[config.mk]
export PLATFORM = sky130hd
export DESIGN_NAME = floating_point_divider
export DESIGN_NICKNAME = d
export VERILOG_FILES = /design/src/rtl/fp_pkg.sv /design/src/rtl/fp_classify.sv /design/src/rtl/floating_point_divider.sv
export SDC_FILE = /design/constraint.sdc
export NUM_CORES = 1
export LEC_CHECK = 0
export ABC_AREA = 1
export CAP_MARGIN = 0
export CORE_UTILIZATION = 59
export DETAILED_ROUTE_END_ITERATION = 8
export HOLD_SLACK_MARGIN = 0.05
export PLACE_DENSITY = 0.82
export SYNTH_ARGS = -nofsm -noshare
export SYNTH_HDL_FRONTEND = slang
export SYNTH_HIERARCHICAL = 1
export SYNTH_SLANG_ARGS = --single-unit
[constraint.sdc]
create_clock -name clk -period 3 [get_ports clk]
set_clock_uncertainty 0.15 [all_clocks]
set_input_delay 0.3 -clock clk [delete_from_list [all_inputs] [get_ports clk]]
set_output_delay 0.3 -clock clk [all_outputs]
set_load 0.01 [all_outputs]
[src/rtl/fp_pkg.sv]
// Shared constants and types for the single-precision divider.
package fp_pkg;
  localparam int WIDTH      = 32;
  localparam int EXP_WIDTH  = 8;
  localparam int MANT_WIDTH = 23;
  localparam int BIAS       = 127;

  localparam logic [WIDTH-1:0] QNAN = 32'h7FC0_0000;

  typedef enum logic [1:0] {ZERO, NORMAL, INF, NAN} fp_class_t;

  typedef struct packed {
    logic invalid;
    logic div_by_zero;
    logic overflow;
    logic underflow;
  } fp_flags_t;

  typedef enum logic [2:0] {IDLE, UNPACK, DIVIDE, NORMALIZE, ROUND, DONE} div_state_t;
endpackage

[src/rtl/fp_classify.sv]
// Splits an IEEE-754 single into sign, exponent, hidden-one mantissa and class.
// Denormals are reported as ZERO with a cleared mantissa.
module fp_classify import fp_pkg::*; (
  input  logic [WIDTH-1:0]    op,
  output logic                sign,
  output logic [EXP_WIDTH-1:0] expo,
  output logic [MANT_WIDTH:0] mant,
  output fp_class_t           cls
);
  logic [EXP_WIDTH-1:0]  e;
  logic [MANT_WIDTH-1:0] f;

  assign sign = op[WIDTH-1];
  assign e    = op[WIDTH-2 -: EXP_WIDTH];
  assign f    = op[MANT_WIDTH-1:0];
  assign expo = e;
  assign mant = (e == '0) ? '0 : {1'b1, f};

  always_comb begin
    cls = NORMAL;
    if (e == '0)
      cls = ZERO;
    else if (e == '1)
      cls = (f == '0) ? INF : NAN;
  end
endmodule

[src/rtl/floating_point_divider.sv]
// Multi-cycle IEEE-754 single-precision divider using restoring division.
// Define FPDIV_ROUND_EN for round-to-nearest-even; otherwise the quotient truncates.
module floating_point_divider #(
  parameter int WIDTH      = fp_pkg::WIDTH,
  parameter int EXP_WIDTH  = fp_pkg::EXP_WIDTH,
  parameter int MANT_WIDTH = fp_pkg::MANT_WIDTH
) (
  input  logic             clk,
  input  logic             reset,
  input  logic             start,
  input  logic [WIDTH-1:0] a,
  input  logic [WIDTH-1:0] b,
  output logic             busy,
  output logic             done,
  output logic [WIDTH-1:0] result,
  output logic [3:0]       flags
);
  import fp_pkg::*;

  localparam int SIG_W = MANT_WIDTH + 1;
  localparam int Q_W   = MANT_WIDTH + 3;
  localparam int R_W   = SIG_W + 2;
  localparam int E_W   = EXP_WIDTH + 2;
  localparam int CNT_W = $clog2(Q_W + 1);
  localparam logic [CNT_W-1:0]      LAST_ITER = CNT_W'(Q_W - 1);
  localparam logic signed [E_W-1:0] BIAS_S    = E_W'(BIAS);
  localparam logic signed [E_W-1:0] ONE_S     = E_W'(1);
  localparam logic signed [E_W-1:0] ZERO_S    = E_W'(0);
  localparam logic signed [E_W-1:0] EXP_MAX   = E_W'((1 << EXP_WIDTH) - 1);

`ifdef FPDIV_ROUND_EN
  localparam bit RNE_EN = 1'b1;
`else
  localparam bit RNE_EN = 1'b0;
`endif

  div_state_t                state;
  logic [WIDTH-1:0]          a_q, b_q;
  logic                      sign_q, sticky_q;
  logic signed [E_W-1:0]     exp_q;
  logic [SIG_W-1:0]          divisor_q;
  logic [R_W-1:0]            rem_q;
  logic [Q_W-1:0]            quo_q;
  logic [CNT_W-1:0]          cnt_q;
  fp_flags_t                 flags_q;

  logic                      sign_a, sign_b, sgn;
  logic [EXP_WIDTH-1:0]      exp_a, exp_b;
  logic [SIG_W-1:0]          mant_a, mant_b;
  fp_class_t                 cls_a, cls_b;

  fp_classify u_cls_a (.op(a_q), .sign(sign_a), .expo(exp_a), .mant(mant_a), .cls(cls_a));
  fp_classify u_cls_b (.op(b_q), .sign(sign_b), .expo(exp_b), .mant(mant_b), .cls(cls_b));

  assign sgn   = sign_a ^ sign_b;
  assign flags = flags_q;

  function automatic logic [SIG_W:0] round_mant(input logic [SIG_W-1:0] m, input logic g,
                                                input logic r, input logic s);
    logic up;
    up = RNE_EN && g && (r || s || m[0]);
    return {1'b0, m} + {{SIG_W{1'b0}}, up};
  endfunction

  // Operand unpack: special-case decode and biased exponent difference
  logic                  special;
  logic [WIDTH-1:0]      sp_result;
  fp_flags_t             sp_flags;
  logic signed [E_W-1:0] ea_s, eb_s, exp_diff;

  assign ea_s     = {2'b00, exp_a};
  assign eb_s     = {2'b00, exp_b};
  assign exp_diff = ea_s - eb_s + BIAS_S;

  always_comb begin
    special   = 1'b1;
    sp_result = '0;
    sp_flags  = '0;
    if (cls_a == NAN || cls_b == NAN || (cls_a == ZERO && cls_b == ZERO) ||
        (cls_a == INF && cls_b == INF)) begin
      sp_result        = QNAN;
      sp_flags.invalid = 1'b1;
    end else if (cls_a == INF) begin
      sp_result = {sgn, {EXP_WIDTH{1'b1}}, {MANT_WIDTH{1'b0}}};
    end else if (cls_b == ZERO) begin
      sp_result            = {sgn, {EXP_WIDTH{1'b1}}, {MANT_WIDTH{1'b0}}};
      sp_flags.div_by_zero = 1'b1;
    end else if (cls_a == ZERO || cls_b == INF) begin
      sp_result = {sgn, {(WIDTH-1){1'b0}}};
    end else begin
      special = 1'b0;
    end
  end

  // Restoring division step
  logic           rem_ge;
  logic [R_W-1:0] rem_sub, rem_next;

  assign rem_ge   = rem_q >= {2'b00, divisor_q};
  assign rem_sub  = rem_ge ? rem_q - {2'b00, divisor_q} : rem_q;
  assign rem_next = rem_sub << 1;

  // Rounding and range check on the normalized quotient
  logic [SIG_W:0]        rounded;
  logic signed [E_W-1:0] exp_r;
  logic [MANT_WIDTH-1:0] frac_r;
  logic [WIDTH-1:0]      rnd_result;
  fp_flags_t             rnd_flags;

  always_comb begin
    rounded    = round_mant(quo_q[Q_W-1:2], quo_q[1], quo_q[0], sticky_q);
    exp_r      = rounded[SIG_W] ? exp_q + ONE_S : exp_q;
    frac_r     = rounded[SIG_W] ? rounded[MANT_WIDTH:1] : rounded[MANT_WIDTH-1:0];
    rnd_result = '0;
    rnd_flags  = '0;
    if (!exp_r[E_W-1] && exp_r >= EXP_MAX) begin
      rnd_result         = {sign_q, {EXP_WIDTH{1'b1}}, {MANT_WIDTH{1'b0}}};
      rnd_flags.overflow = 1'b1;
    end else if (exp_r[E_W-1] || exp_r == ZERO_S) begin
      rnd_result          = {sign_q, {(WIDTH-1){1'b0}}};
      rnd_flags.underflow = 1'b1;
    end else begin
      rnd_result = {sign_q, exp_r[EXP_WIDTH-1:0], frac_r};
    end
  end

  always_ff @(posedge clk or negedge reset) begin
    if (!reset) begin
      state     <= IDLE;
      busy      <= 1'b0;
      done      <= 1'b0;
      result    <= '0;
      flags_q   <= '0;
      a_q       <= '0;
      b_q       <= '0;
      sign_q    <= 1'b0;
      sticky_q  <= 1'b0;
      exp_q     <= '0;
      divisor_q <= '0;
      rem_q     <= '0;
      quo_q     <= '0;
      cnt_q     <= '0;
    end else begin
      done <= 1'b0;
      case (state)
        IDLE: begin
          if (start) begin
            a_q   <= a;
            b_q   <= b;
            busy  <= 1'b1;
            state <= UNPACK;
          end
        end
        UNPACK: begin
          sign_q    <= sgn;
          exp_q     <= exp_diff;
          divisor_q <= mant_b;
          rem_q     <= {2'b00, mant_a};
          quo_q     <= '0;
          cnt_q     <= '0;
          if (special) begin
            result  <= sp_result;
            flags_q <= sp_flags;
            done    <= 1'b1;
            state   <= DONE;
          end else begin
            state <= DIVIDE;
          end
        end
        DIVIDE: begin
          rem_q <= rem_next;
          quo_q <= {quo_q[Q_W-2:0], rem_ge};
          cnt_q <= cnt_q + 1'b1;
          if (cnt_q == LAST_ITER)
            state <= NORMALIZE;
        end
        NORMALIZE: begin
          // Quotient lies in (0.5, 2): at most one leading zero to remove
          if (!quo_q[Q_W-1]) begin
            quo_q <= quo_q << 1;
            exp_q <= exp_q - ONE_S;
          end
          sticky_q <= |rem_q;
          state    <= ROUND;
        end
        ROUND: begin
          result  <= rnd_result;
          flags_q <= rnd_flags;
          done    <= 1'b1;
          state   <= DONE;
        end
        DONE: begin
          busy  <= 1'b0;
          state <= IDLE;
        end
        default: state <= IDLE;
      endcase
    end
  end
endmodule

==> impl_metrics.yaml, run 1 <==
logic_synthesis:
  ys_async_sr_fraction: 1.00
  synth.distinct_cells: 51
  synthCells: 1487
  yosys.area.top_type: "dfrtp_1"
  yosysSeqAreaShare: 0.428
  synth_ff_type: "dfrtp_1"
  synth.area.top_cells: "dfrtp_1, nand2_1, inv_1"
  syn_area_um2: 11500
  yosysWarnings: 6
  avgSynthCellArea_um2: 7.75
  ys_ff_latch: 197
  syn_nets: 1593
  synthDominantCellAreaShare: 0.428
  synth_edf_count: 0
outcome:
  outcome: "finished clean"
sta:
  setup_viol: 0
  worst_pin_slew_ps: 1050
  slew_headroom: 0.298
  slew_violations: 0
  timing.fmax_mhz: 360
  whs_ps: 246
  setup_tns_ps: 0
  rsz0062_at_grt: "no"
  hold_viol: 0
  min_period_ps: 2780
  fin_crit_sh: 0.926
final_layout:
  layout_commonest_cell: "nand2_1"
  syn_to_final_growth_pct: 15.6
  final_cell_mix: "nand2_1, inv_1, dfrtp_1"
  stdcell_count: 1839
  utilization: 0.703
  fin_nets: 1672
  drive_gt1_frac: 0.102
  diodes: 0
worst_setup_path:
  rrSetupSlack_ps: 220
  worstSetupPathType: "register to register"
  worstPathArrival_ps: 2970
  end_kind: "register"
  ff2ff_path_depth: 19
  worstPathRequired_ps: 3190
  worstPathMaxFanout: 10
  start_kind: "register"
clock_network:
  cts_buffers: 17
  root_buffer: "clkbuf_16"
  cts_max_level: 4
  worst_skew_pair.late_latency_ps: 450
  clk_path_buf_depth: 2
  clk_pin_slew_ps: 90
  cts_tree: "done"
  post-cts-setup-buffer-count: 0
  cts.sinks: 197
drt:
  firstDrtPassIters: 7
  wire_per_inst_um: 14.2
  drt_iter0_drc: 696
  postRouteAntennaNets: 0
  vias_per_cell: 5.30
  routed_wirelength_um: 26100
  drc: 0
  vias: 9753
placement:
  dp.cells: 1806
  portBuffers: 104
  place.gp.congestion: 0.931
  dp_hpwl_um: 19200
worst_hold_path:
  hold_path.class: "input pin to async pin"
floorplan:
  die_w_um: 142
  io-pin-count: 105
  die_area_um2: 20100
  rows: 50
  coreArea_um2: 19000
  floorplan.initialDensity: 0.608
  chipHeight_um: 142
global_routing:
  grt_antenna_before_repair: 0
  grt_max_degree: 70
  grt_pass1_vias: 9548
  overflow: 0
  grt_usage: 0.280
  grt_pass1_wl_um: 44300
power_and_ir_drop:
  vdd_drop_max_mv: 0.730
  p_leak_nw: 6.70
  cellPowerDensity_nw_per_um2: 1210
run:
  maxCapViolCount: 0
## metal layers
layer	vias to the layer above	share of wire	track usage
met1	4593	0.43	0.344
met4	0	0.029	0.115
met2	257	0.50	0.500
met5	-	0	0
met3	49	0.040	0.0334
li1	4854	-	-
## logic make-up (layout without fill, tap and decap cells)
family                     count (synthesis)  count (layout)  share of synthesized area
DFF                                      197             197                      0.428
AOI/OAI and AO/OA                        177             177                     0.0879
adders and majority gates                 39              39                     0.0430
and+or+nand+nor                          675             675                      0.248
muxes                                     66              66                     0.0643
xor gates and xnor gates                  19              19                     0.0144
buffers and inverters                    314             406                      0.115
## final timing paths
path,startpoint,end
max in group asynchronous,reset,rem_q[6]$_DFFE_PN0P_
setup / recovery,a_q[24]$_DFFE_PN0P_,result[27]$_DFFE_PN0P_
min in group clk,b[26],b_q[26]$_DFFE_PN0P_
hold / removal,reset,exp_q[1]$_DFFE_PN0P_
hold reg to reg,result[20]$_DFFE_PN0P_,result[20]$_DFFE_PN0P_
setup reg to reg,a_q[24]$_DFFE_PN0P_,result[27]$_DFFE_PN0P_
## sequential cells by signal, summed over array words and instances, names as in the netlist
signal	flops
exp_q	10
cnt_q	5
quo_q	26
result	32
a_q	32
divisor_q	24
sign_q	1
busy	1
state	3
done	1
b_q	32
flags	4
rem_q	26
## through the flow
step / total power [W] / setup WS [ps] / area [um^2]
6_report: 0.0161 / 221 / 13300
5_1_grt: 0.0177 / 20.8 / 13300
2_1_floorplan: 0.0116 / 600 / 11500
3_3_place_gp: 0.0134 / 74.8 / 12700
4_1_cts: 0.0161 / 105 / 13300
3_5_place_dp: 0.0136 / 17.6 / 12700
## cell usage after synthesis (5+ instances only)
library cell / number
inv_2: 20
o21bai_1: 10
xnor2_1: 9
nand3_1: 79
o21ai_0: 49
buf_4: 19
o21ai_1: 18
nand2_1: 368
nor3_1: 7
buf_6: 7
inv_1: 231
a21oi_1: 45
mux2_2: 64
nand3b_1: 8
nor2_2: 5
xor2_1: 10
nand4_1: 22
clkbuf_1: 13
buf_2: 19
ha_1: 38
o22ai_1: 38
nor2_1: 166
dfrtp_1: 197
## layout make-up
cell class                 count  area [um^2]
clock buffer                  17          425
clock inverter                15          194
fill                        1544         5630
inverter                     252          946
multi-input combinational    976         5300
sequential                   197         4930
tap                          260          325
timing repair buffer         122         1210
## worst max-delay path: stages, from the launching register on
cell     delay (ps)
dfrtp_1         430
nand2_1         100
inv_1            60
nand2_1          80
nor2_4          220
nand2_1          90
nor2_2          200
nor2_1          110
nor2_1          100
nand2_1          50
nand2_1         100
inv_1            70
nand2_1          80
nand2_1          90
inv_2           100
nor2_2           40
inv_2           170
nand3_2         190
a21oi_1         170
nor2_1           60
## power breakdown
group / internal (W) / switching (W)
Clock: 0.00115 / 0.00121
Sequential: 0.00371 / 0.000866
Combinational: 0.00360 / 0.00560
## what timing repair did
| item | in CTS | in global routing |
|---|---|---|
| gates resized for setup | 1 | 4 |
| gates cloned | 0 | 0 |
| pin swaps | 0 | 1 |
| endpoints found under the setup margin | 11 | 37 |
| endpoints found under the hold margin | 67 | 0 |
| hold buffers | 1 | 0 |
(Power assumes the default switching activity.)
==> run 2, diff against run 1 <==
- CORE_UTILIZATION: 59 -> 35
- PLACE_DENSITY: 0.82 -> not set
==> impl_metrics.yaml, run 2 (synthesis results as in run 1) <==
global_routing:
  use_met2: 0.296
  use_met3: 0.0261
  grt_max_degree: 78
  grt_antenna_before_repair: 0
  grt-busiest-layer: "met2"
  grt_pass1_wl_um: 47700
  grt_usage: 0.179
  overflow: 0
  grt_pass1_vias: 9361
  grtUsageMet1: 0.244
final_layout:
  syn_to_final_growth_pct: 17.9
  reg_top3: "a_q x32, b_q x32, result x32"
  layout_commonest_cell: "nand2_1"
  final_cell_mix: "nand2_1, inv_1, dfrtp_1"
  drive_gt1_frac: 0.103
  fin_nets: 1675
  diodes: 0
worst_setup_path:
  worstPathArrival_ps: 2860
  start_kind: "register"
  timing.rr.end: "result[24]$_DFFE_PN0P_"
  cp.depth: 18
  ff2ff_path_depth: 18
  end_kind: "register"
  worstSetupPathType: "register to register"
  worstPathMaxFanout: 10
  critPathBufInv: 3
  cpPeakStageDelay_ps: 400
  cp_top_family: "simple AND/OR/NAND/NOR gates"
  r2r_start: "b_q[13]$_DFFE_PN0P_"
  crit_chain: "nor2_1 > nand2_1 > nor2_1 > nand2_1 > nor2_1 > nor2_1 > nor2_1 > nand2_1 > nand2_1 > inv_1 > nand2_1 > nand2_1 > inv_2 > nor2_2 > inv_2 > nand3_2 > a21oi_1 > nor2_1"
  rrSetupSlack_ps: 330
  worstPathRequired_ps: 3190
  cp_slowest_cell: "dfrtp_1"
clock_network:
  cts.sinks: 197
  post-cts-setup-buffer-count: 0
  clk_pin_slew_ps: 90
  cts_buffers: 17
  clk_path_buf_depth: 2
  worst_skew_pair.late_latency_ps: 440
  cts_tree: "done"
  root_buffer: "clkbuf_16"
  cts_max_level: 4
floorplan:
  die_w_um: 183
  coreArea_um2: 32500
  chipHeight_um: 183
  rows: 66
  io-pin-count: 105
  floorplan.initialDensity: 0.355
  die_area_um2: 33700
placement:
  place.gp.congestion: 0.878
  pre_cts_ws_ps: 306
  portBuffers: 104
  dp_hpwl_um: 21800
outcome:
  outcome: "finished clean"
drt:
  routed_wirelength_um: 28900
  postRouteAntennaNets: 0
  vias: 9529
  firstDrtPassIters: 5
  vias_per_cell: 4.71
  drc: 0
  drt_iter0_drc: 641
  wire_per_inst_um: 14.3
sta:
  rsz0062_at_grt: "no"
  min_period_ps: 2670
  slew_headroom: 0.261
  worst_slack_ps: 335
  setup_tns_ps: 0
  setup_viol: 0
  fin_crit_sh: 0.888
  worst_pin_slew_ps: 1110
  hold_viol: 0
  slew_violations: 0
  timing.fmax_mhz: 375
power_and_ir_drop:
  cellPowerDensity_nw_per_um2: 1200
  vdd_drop_max_mv: 0.558
  p_leak_nw: 6.72
worst_hold_path:
  hold_path.class: "input pin to async pin"
run:
  maxCapViolCount: 0
[run 2: worst max path at each step]
stage / start / to
finish: b_q[13]$_DFFE_PN0P_ / result[24]$_DFFE_PN0P_
global route: a_q[29]$_DFFE_PN0P_ / result[25]$_DFFE_PN0P_
CTS: a_q[29]$_DFFE_PN0P_ / result[31]$_DFFE_PN0P_
detailed placement: b_q[23]$_DFFE_PN0P_ / result[24]$_DFFE_PN0P_
global placement: a_q[29]$_DFFE_PN0P_ / result[31]$_DFFE_PN0P_
floorplan: a_q[24]$_DFFE_PN0P_ / state[2]$_DFFE_PN0P_
[run 2: cell type report]
type,count,area [um^2]
tap,442,553
inverter,252,946
fill,3322,18900
multi-input combinational,976,5290
timing repair buffer,125,1230
clock inverter,15,210
sequential,197,4930
clock buffer,17,425
[run 2: metal layers]
| metal | routed length (um) | vias to the layer above |
|---|---|---|
| li1 | - | 4854 |
| met1 | 13800 | 4454 |
| met2 | 13500 | 196 |
| met3 | 1110 | 25 |
| met4 | 446 | 0 |
| met5 | 0 | - |
[run 2: where the power goes]
group	switching, W	internal (W)
clock network	0.00125	0.00116
logic	0.00569	0.00363
registers	0.000844	0.00370
total	0.00778	0.00850
[run 2: timing repair]
action | in CTS | in global routing
hold buffers | 1 | 0
gates resized for setup | 0 | 3
hold endpoints to repair | 73 | 0
setup endpoints to repair | 0 | 22
[run 2: metrics by stage]
| stage | utilization | total power (W) | instance area [um^2] | hold slack, ps | instances |
|---|---|---|---|---|---|
| 2_1_floorplan | - | 0.0116 | 11500 | -146 | 1487 |
| 3_3_place_gp | 0.399 | 0.0137 | 12900 | 228 | 1991 |
| 3_5_place_dp | 0.399 | 0.0139 | 12900 | 236 | 1991 |
| 4_1_cts | 0.418 | 0.0164 | 13600 | 306 | 2024 |
| 5_1_grt | 0.419 | 0.0179 | 13600 | 317 | 2024 |
| 6_report | 0.419 | 0.0163 | 13600 | 283 | 2024 |
==> run 3, diff against run 2 <==
- CORE_UTILIZATION: 35 -> 37
==> impl_metrics.yaml, run 3 (synthesis results as in run 1) <==
worst_setup_path:
  worstPathRequired_ps: 3190
  timing.rr.end: "result[25]$_DFFE_PN0P_"
  r2r_start: "a_q[29]$_DFFE_PN0P_"
  worstPathArrival_ps: 2930
  worstPathMaxFanout: 10
  worstSetupPathType: "register to register"
  rrSetupSlack_ps: 260
  start_kind: "register"
  ff2ff_path_depth: 19
  end_kind: "register"
clock_network:
  cts_tree: "done"
  clk_pin_slew_ps: 90
  clk_path_buf_depth: 2
  cts_max_level: 4
  root_buffer: "clkbuf_16"
  cts_buffers: 17
  worst_skew_pair.late_latency_ps: 450
  cts.sinks: 197
global_routing:
  grt-busiest-layer: "met2"
  overflow: 0
  grt_pass1_vias: 9419
  use_met3: 0.0249
  grt_antenna_before_repair: 0
  grtUsageMet1: 0.235
  use_met2: 0.319
  grt_pass1_wl_um: 46300
  grt_usage: 0.182
  grt_max_degree: 83
sta:
  setup_viol: 0
  setup_tns_ps: 0
  slew_headroom: 0.267
  min_period_ps: 2740
  slew_violations: 0
  worst_pin_slew_ps: 1100
  timing.fmax_mhz: 365
  hold_viol: 0
  fin_crit_sh: 0.914
placement:
  place.gp.congestion: 0.917
  portBuffers: 104
  dp_hpwl_um: 20500
power_and_ir_drop:
  p_seq_frac: 0.278
  switching_power_w: 0.00774
  power_frac_comb: 0.566
  vdd_drop_max_mv: 0.545
  swShare: 0.476
  power.internal_w: 0.00854
  total_power_w: 0.0163
  cellPowerDensity_nw_per_um2: 1200
  pwr-share-clk: 0.156
  p_leak_nw: 6.74
final_layout:
  drive_gt1_frac: 0.102
  final_cell_mix: "nand2_1, inv_1, dfrtp_1"
  fin_nets: 1672
  reg_top3: "a_q x32, b_q x32, result x32"
  syn_to_final_growth_pct: 17.8
  diodes: 0
  layout_commonest_cell: "nand2_1"
drt:
  vias_per_cell: 4.82
  vias: 9511
  drt_iter0_drc: 604
  wire_per_inst_um: 13.8
  firstDrtPassIters: 5
  drc: 0
  postRouteAntennaNets: 0
  routed_wirelength_um: 27300
floorplan:
  floorplan.initialDensity: 0.377
  chipHeight_um: 179
  die_area_um2: 31900
  coreArea_um2: 30600
  io-pin-count: 105
  die_w_um: 179
  rows: 64
run:
  maxCapViolCount: 0
worst_hold_path:
  hold_path.class: "input pin to async pin"
outcome:
  outcome: "finished clean"
run 3: how the worst max path moves through the flow:
stage / cells after the start / endpoint / start / slack (ps)
CTS: 19 / flags[1]$_DFFE_PN0P_ / a_q[26]$_DFFE_PN0P_ / 10
global route: 19 / result[29]$_DFFE_PN0P_ / b_q[26]$_DFFE_PN0P_ / -30
global placement: 19 / result[22]$_DFFE_PN0P_ / a_q[30]$_DFFE_PN0P_ / -110
floorplan: 15 / state[2]$_DFFE_PN0P_ / a_q[24]$_DFFE_PN0P_ / 600
finish: 19 / result[25]$_DFFE_PN0P_ / a_q[29]$_DFFE_PN0P_ / 260
detailed placement: 19 / flags[1]$_DFFE_PN0P_ / a_q[26]$_DFFE_PN0P_ / -140
run 3: metrics by stage:
step	cell area (um^2)	hold WS, ps	instances	setup slack (ps)	utilization
2_1_floorplan	11500	-146	1487	600	-
3_3_place_gp	12900	234	1941	-108	0.421
3_5_place_dp	12900	238	1941	-141	0.421
4_1_cts	13600	295	1974	11.3	0.443
5_1_grt	13600	296	1975	-31.9	0.444
6_report	13600	291	1975	257	0.444
run 3: timing repair:
item	in CTS	in global routing
buffers inserted	0	1
resized for setup	1	5
cloned	0	0
hold buffers	1	0
pin swaps	0	1
hold endpoints to repair	80	0
setup endpoints to repair	34	34
run 3: critical path: stages (launching register included):
cell and delay, ps:
dfrtp_1 410, nand2_1 70, inv_1 50, nand2_1 90
nor2_4 220, nand2_1 100, nor2_2 210, nor2_1 120
nor2_1 100, nand2_1 60, nand2_1 110, inv_1 60
nand2_1 70, nand2_1 80, inv_2 100, nor2_4 50
inv_2 170, nand3_2 190, a21oi_1 160, nor2_1 60
run 3: layout make-up:
class                           count  area (um^2)
Tap cell                          396          495
Clock buffer                       17          425
Clock inverter                     15          241
Sequential cell                   197         4930
Inverter                          252          946
Fill cell                        3103        17000
Timing Repair Buffer              122         1240
Multi-Input combinational cell    976         5310
run 3: power groups by stage:
stage	Sequential (W)	Clock [W]	Combinational (W)
final	0.00453	0.00254	0.00921
after global routing	0.00469	0.00270	0.0106
after CTS	0.00455	0.00260	0.00925
after detailed placement	0.00460	0	0.00919
after global placement	0.00455	0	0.00911
after floorplan	0.00435	0	0.00730
run 3: routing by layer:
layer / wire, um / share of wire / vias to the layer above
li1: - / - / 4859
met1: 12500 / 0.46 / 4476
met2: 13600 / 0.50 / 155
met3: 780 / 0.029 / 21
met4: 380 / 0.014 / 0
met5: 0 / 0 / -
